==> config.mk <==
export PLATFORM = sky130hd
export DESIGN_NAME = wb_queue
export DESIGN_NICKNAME = d
export VERILOG_FILES = /design/src/rtl/wb_queue.sv
export SDC_FILE = /design/constraint.sdc
export NUM_CORES = 1
export LEC_CHECK = 0
export BUFFER_PORTS_ARGS = -buffer_cell sky130_fd_sc_hd__buf_2
export CAP_MARGIN = 20
export CELL_PAD_IN_SITES_DETAIL_PLACEMENT = 1
export CELL_PAD_IN_SITES_GLOBAL_PLACEMENT = 2
export CORE_UTILIZATION = 34
export DETAILED_ROUTE_END_ITERATION = 12
export PLACE_DENSITY_LB_ADDON = 0.05
export SLEW_MARGIN = 40
export SYNTH_ARGS = -nofsm -noshare
export SYNTH_HDL_FRONTEND = slang
export SYNTH_SLANG_ARGS = --single-unit
==> constraint.sdc <==
create_clock -name clk -period 2.95 [get_ports clk]
set_clock_uncertainty 0.15 [all_clocks]
set_input_delay 0.1475 -clock clk [delete_from_list [all_inputs] [get_ports clk]]
set_output_delay 0.1475 -clock clk [all_outputs]
set_load 0.03 [all_outputs]
==> src/rtl/wb_queue.sv <==
// wb_queue: register write-back queue feeding the register file's single write port.
// Requests are accepted over valid/ready, buffered in order in a circular buffer,
// and drained one per cycle into a registered reg_wr/wr_num/wr_data port.
// Optional feature macro: WB_BYPASS_EN builds the combinational bypass lookup;
// without it, lk_hit1/2 and lk_data1/2 are tied to zero.
module wb_queue #(
  parameter int DEPTH = 4
) (
  input  logic                       clk,
  input  logic                       rst,
  input  logic                       in_valid,
  output logic                       in_ready,
  input  logic [4:0]                 in_num,
  input  logic [31:0]                in_data,
  input  logic                       drain_en,
  output logic                       reg_wr,
  output logic [4:0]                 wr_num,
  output logic [31:0]                wr_data,
  input  logic [4:0]                 lk_num1,
  input  logic [4:0]                 lk_num2,
  output logic                       lk_hit1,
  output logic                       lk_hit2,
  output logic [31:0]                lk_data1,
  output logic [31:0]                lk_data2,
  output logic [$clog2(DEPTH+1)-1:0] count,
  output logic                       full,
  output logic                       empty
);

  localparam int CW = $clog2(DEPTH + 1);
  localparam int PW = (DEPTH > 1) ? $clog2(DEPTH) : 1;
  localparam logic [CW-1:0] CNT_ONE  = CW'(1'b1);
  localparam logic [CW-1:0] CNT_FULL = CW'(DEPTH);
  localparam logic [PW-1:0] PTR_ONE  = PW'(1'b1);

  // Queue storage and pointers
  logic [4:0]    num_q  [DEPTH];
  logic [4:0]    num_d  [DEPTH];
  logic [31:0]   data_q [DEPTH];
  logic [31:0]   data_d [DEPTH];
  logic [PW-1:0] head_q, head_d;
  logic [PW-1:0] tail_q, tail_d;
  logic [CW-1:0] count_q, count_d;

  // Output register toward the register file
  logic          reg_wr_q, reg_wr_d;
  logic [4:0]    wr_num_q, wr_num_d;
  logic [31:0]   wr_data_q, wr_data_d;

  logic          full_s;
  logic          empty_s;
  logic          accept_s;
  logic          push_s;
  logic          pop_s;

  assign full_s   = (count_q == CNT_FULL);
  assign empty_s  = (count_q == {CW{1'b0}});
  // Ready depends only on occupancy; no pass-through when full.
  assign in_ready = ~full_s & ~rst;
  assign accept_s = in_valid & in_ready;
  // Writes to r0 are accepted but never stored or issued.
  assign push_s   = accept_s & (in_num != 5'd0);
  assign pop_s    = ~empty_s & drain_en;

  assign count   = count_q;
  assign full    = full_s;
  assign empty   = empty_s;
  assign reg_wr  = reg_wr_q;
  assign wr_num  = wr_num_q;
  assign wr_data = wr_data_q;

  // Next-state for storage, pointers, occupancy and the output register
  always_comb begin
    num_d     = num_q;
    data_d    = data_q;
    head_d    = head_q;
    tail_d    = tail_q;
    count_d   = count_q;
    reg_wr_d  = 1'b0;
    wr_num_d  = wr_num_q;
    wr_data_d = wr_data_q;

    if (push_s) begin
      num_d[tail_q]  = in_num;
      data_d[tail_q] = in_data;
      tail_d         = tail_q + PTR_ONE;
    end else begin
      tail_d = tail_q;
    end

    if (pop_s) begin
      reg_wr_d  = 1'b1;
      wr_num_d  = num_q[head_q];
      wr_data_d = data_q[head_q];
      head_d    = head_q + PTR_ONE;
    end else begin
      reg_wr_d  = 1'b0;
    end

    case ({push_s, pop_s})
      2'b10:   count_d = count_q + CNT_ONE;
      2'b01:   count_d = count_q - CNT_ONE;
      default: count_d = count_q;
    endcase
  end

  // State registers with synchronous reset discarding all pending entries
  always_ff @(posedge clk) begin
    if (rst) begin
      for (int i = 0; i < DEPTH; i++) begin
        num_q[i]  <= 5'd0;
        data_q[i] <= 32'd0;
      end
      head_q    <= {PW{1'b0}};
      tail_q    <= {PW{1'b0}};
      count_q   <= {CW{1'b0}};
      reg_wr_q  <= 1'b0;
      wr_num_q  <= 5'd0;
      wr_data_q <= 32'd0;
    end else begin
      num_q     <= num_d;
      data_q    <= data_d;
      head_q    <= head_d;
      tail_q    <= tail_d;
      count_q   <= count_d;
      reg_wr_q  <= reg_wr_d;
      wr_num_q  <= wr_num_d;
      wr_data_q <= wr_data_d;
    end
  end

`ifdef WB_BYPASS_EN
  // Bypass lookup: output register lowest priority, then queue oldest to youngest,
  // later matches override earlier ones so the youngest pending value wins.
  always_comb begin
    logic [PW-1:0] idx;
    idx      = head_q;
    lk_hit1  = 1'b0;
    lk_data1 = 32'd0;
    lk_hit2  = 1'b0;
    lk_data2 = 32'd0;

    if (reg_wr_q && (wr_num_q == lk_num1)) begin
      lk_hit1  = 1'b1;
      lk_data1 = wr_data_q;
    end else begin
      lk_hit1  = 1'b0;
    end
    if (reg_wr_q && (wr_num_q == lk_num2)) begin
      lk_hit2  = 1'b1;
      lk_data2 = wr_data_q;
    end else begin
      lk_hit2  = 1'b0;
    end

    for (int i = 0; i < DEPTH; i++) begin
      idx = head_q + i[PW-1:0];
      if (i < int'(count_q)) begin
        if (num_q[idx] == lk_num1) begin
          lk_hit1  = 1'b1;
          lk_data1 = data_q[idx];
        end else begin
          lk_hit1  = lk_hit1;
        end
        if (num_q[idx] == lk_num2) begin
          lk_hit2  = 1'b1;
          lk_data2 = data_q[idx];
        end else begin
          lk_hit2  = lk_hit2;
        end
      end else begin
        idx = head_q;
      end
    end

    // r0 is never pending
    if (lk_num1 == 5'd0) begin
      lk_hit1  = 1'b0;
      lk_data1 = 32'd0;
    end else begin
      lk_hit1  = lk_hit1;
    end
    if (lk_num2 == 5'd0) begin
      lk_hit2  = 1'b0;
      lk_data2 = 32'd0;
    end else begin
      lk_hit2  = lk_hit2;
    end
  end
`else
  logic unused_lk_num;
  assign unused_lk_num = ^{lk_num1, lk_num2};
  assign lk_hit1  = 1'b0;
  assign lk_hit2  = 1'b0;
  assign lk_data1 = 32'd0;
  assign lk_data2 = 32'd0;
`endif

endmodule

==> metrics.cfg <==
[global_route]
grt_max_degree=149
gr-usage-met3=0.03306
antenna_found_initial=0
grt_usage=0.2136
grt_first_pass_wirelength_mm=42.17
grt.busiest_layer=met2
grt_pass1_vias=7342
gr-total-overflow=0
use_met2=0.3791
grt_use_met1=0.2695

[sta]
fin_crit_sh=0.9329
finalSetupViolCount=0
relSlewSlack=0.4655
fin_setup_tns_ns=0
final.setup.worst_slack_ns=0.1978
final_hold_viol_count=0
grt_setup_unrepaired=no
tightest_slew_ns=0.8018
drv_slew=0
timing.fmax_mhz=363.3
period_minus_slack_ns=2.752

[power_and_ir_drop]
power.switching_uw=2394
ir_drop_mv=0.2917
intPower_uw=4405
pwr-share-comb=0.253
power_leakage_uw=0.003497
clockPowerShare=0.324
p_sw_frac=0.3521
p_per_area_nw_per_um2=693.6
seqPwrFrac=0.423

[drt]
vias=7073
viasPerCell=5.346
route.detailed.drc=0
ant_nets=0
dr.pass1.iters=4
wire_per_inst_um=20.41
drtIter0Drc=362
wirelength_mm=27.00

[critical_path]
crit_type=input pin to register
cp.required_ns=3.16
critPathCaptureType=register
cp_max_fo=5
cp_data_arrival_time_ns=2.96
crit_path_start_kind=input pin

[synthesis]
ys_types=31
synthesis.area_um2=8522
synth_seq_area_share=0.4534
async_reset_ff_frac=0
synth_edf_count=0
synth_warnings=0
syn_inst=916
synthAdderAreaFrac=0.009690
synth_top_family_by_area=compound AO/OA/AOI/OAI gates
synth-simple-area-share=0.09646
ys_ff_latch=193
ys.flop_type=dfxtp_1
synth_compound_area_frac=0.2176
yosys.area_share.xor_xnor=0.005139
synth.area.mux_share=0.09896
synth.avg_cell_area_um2=9.303

[finish]
multi_input_area_um2=3919
regArea_um2=3866
fin_nets=1043
diodes=0
n_fill_cell=2833
syn_to_final_growth_pct=15.03
drive_gt1_frac=0.1882

[floorplanning]
rows=57
start_util=0.3484
dieArea_um2=25700
ioPinCount=161
dieWidth_um=160.3
die_h_um=160.3
core_area_um2=24460

[clocking]
insertion_delay_ns=0.43
clk_path_buf_depth=2
cts_resized=0
cts_root_buffer=clkbuf_16
cts.sinks=193
cts_buffers=17
clk_pin_slew_ns=0.08
htree_levels=4
cts_tree=yes

[hold_path]
hold_path.class=input pin to register

[place]
routabilityCongestion=0.6891
dp_worst_setup_slack_ns=0.2982
dp_hpwl_mm=15.59
io_buffers=84

[outcome]
status=finished, final reports clean

[job]
maxCapViolCount=0

## registers in the layout, indices dropped and copies added (netlist names)
register	flops
data_q	128
wr_data	32
num_q	20
wr_num	5
count	3
head_q	2
tail_q	2
reg_wr	1
## placed cells by master (no fill, tap or decap), drive strengths merged
| master | netlist | final |
|---|---|---|
| a21oi | 150 | 150 |
| a22o | 37 | 37 |
| buf | 106 | 108 |
| clkbuf | 53 | 21 |
| clkinv | 1 | 8 |
| clkinvlp | 0 | 1 |
| conb | 1 | 66 |
| dfxtp | 193 | 193 |
| dlygate4sd3 | 0 | 37 |
| fa | 1 | 1 |
| ha | 5 | 5 |
| inv | 10 | 13 |
| mux2i | 1 | 1 |
| mux4 | 37 | 37 |
| nand2 | 1 | 1 |
| nand3 | 148 | 148 |
| nor2 | 9 | 9 |
| nor2b | 2 | 2 |
| nor3 | 1 | 1 |
| o211a | 1 | 1 |
| o211ai | 1 | 1 |
| o21ai | 149 | 149 |
| o31a | 1 | 1 |
| or3 | 1 | 1 |
| or3b | 1 | 1 |
| or4 | 1 | 1 |
| xnor2 | 2 | 2 |
| xor2 | 3 | 3 |
## power groups by stage
stage          logic [µW]  registers, µW  clock network (µW)
2_1_floorplan        1140           2930                   0
3_3_place_gp         1670           2930                   0
3_5_place_dp         1700           2940                   0
4_1_cts              1740           2880                2260
5_1_grt              1850           2900                2380
6_report             1720           2870                2200
## Yosys cell counts, drive strengths merged, types with 2 or more instances
library cell | number | share of area
xor2 | 3 | 0.0031
ha | 5 | 0.0073
nor2 | 9 | 0.0040
nor2b | 2 | 0.0015
dfxtp | 193 | 0.45
a21oi | 150 | 0.088
o21ai | 149 | 0.088
inv | 10 | 0.0044
a22o | 37 | 0.038
clkbuf | 53 | 0.023
mux4 | 37 | 0.098
buf | 106 | 0.090
nand3 | 148 | 0.087
xnor2 | 2 | 0.0021
## area by class of cell
cell class / count / share of cell area
Multi-Input combinational cell: 618 / 0.3997
Sequential cell: 193 / 0.3944
Timing Repair Buffer: 145 / 0.1039
Clock buffer: 21 / 0.04799
Tap cell: 324 / 0.04135
Clock inverter: 11 / 0.008168
Inverter: 11 / 0.004467
## final timing paths
| check | cells after the start | slack, ns | endpoint | start |
|---|---|---|---|---|
| worst min-delay path | 4 | 0.09 | tail_q[0] | in_valid |
| worst max-delay path | 11 | 0.20 | count[2] | in_num[0] |
| worst max register to register | 9 | 0.31 | count[2] | count[2] |
| worst min register to register | 1 | 0.32 | wr_data[7] | wr_data[7] |
## metrics by stage
stage	hold WS [ns]	utilization	cells	cell area, µm²	total power (µW)
after floorplan	0.1452	-	981	8766	4074
after global placement	0.2799	0.3628	1254	8875	4607
after detailed placement	0.2924	0.3631	1254	8882	4645
after CTS	0.08016	0.4007	1323	9803	6883
after global routing	0.1041	0.4007	1323	9803	7131
final	0.09147	0.4007	1323	9803	6799
## routing by layer
layer	vias up	part of all wire	wire length [µm]
met3	17	0.035	952
met1	3544	0.44	11920
met2	172	0.51	13780
met4	0	0.013	347
li1	3340	-	-
met5	-	0	0
## what timing repair did
action	in CTS	in global routing
hold buffers	37	0
hold endpoints to repair	148	0
buffers inserted	0	0
## kinds of logic (layout without fill, tap and decap cells)
group,Yosys count,in the layout
AOI/OAI and AO/OA,339,339
xor gates and xnor gates,5,5
adders and majority gates,6,6
buffers and inverters,170,188
DFF,193,193
muxes,38,38
other,1,66
and+or+nand+nor,164,164
## critical path: stages
cell and delay (ns):
dlygate4sd3_1 0.53, buf_2 0.16, or4_4 0.56, o211a_4 0.27
inv_4 0.07, ha_1 0.17, inv_1 0.06, fa_1 0.38
xor2_1 0.16, or3_1 0.31, a21oi_1 0.15
Note: power is estimated with default switching activity, not from simulation.
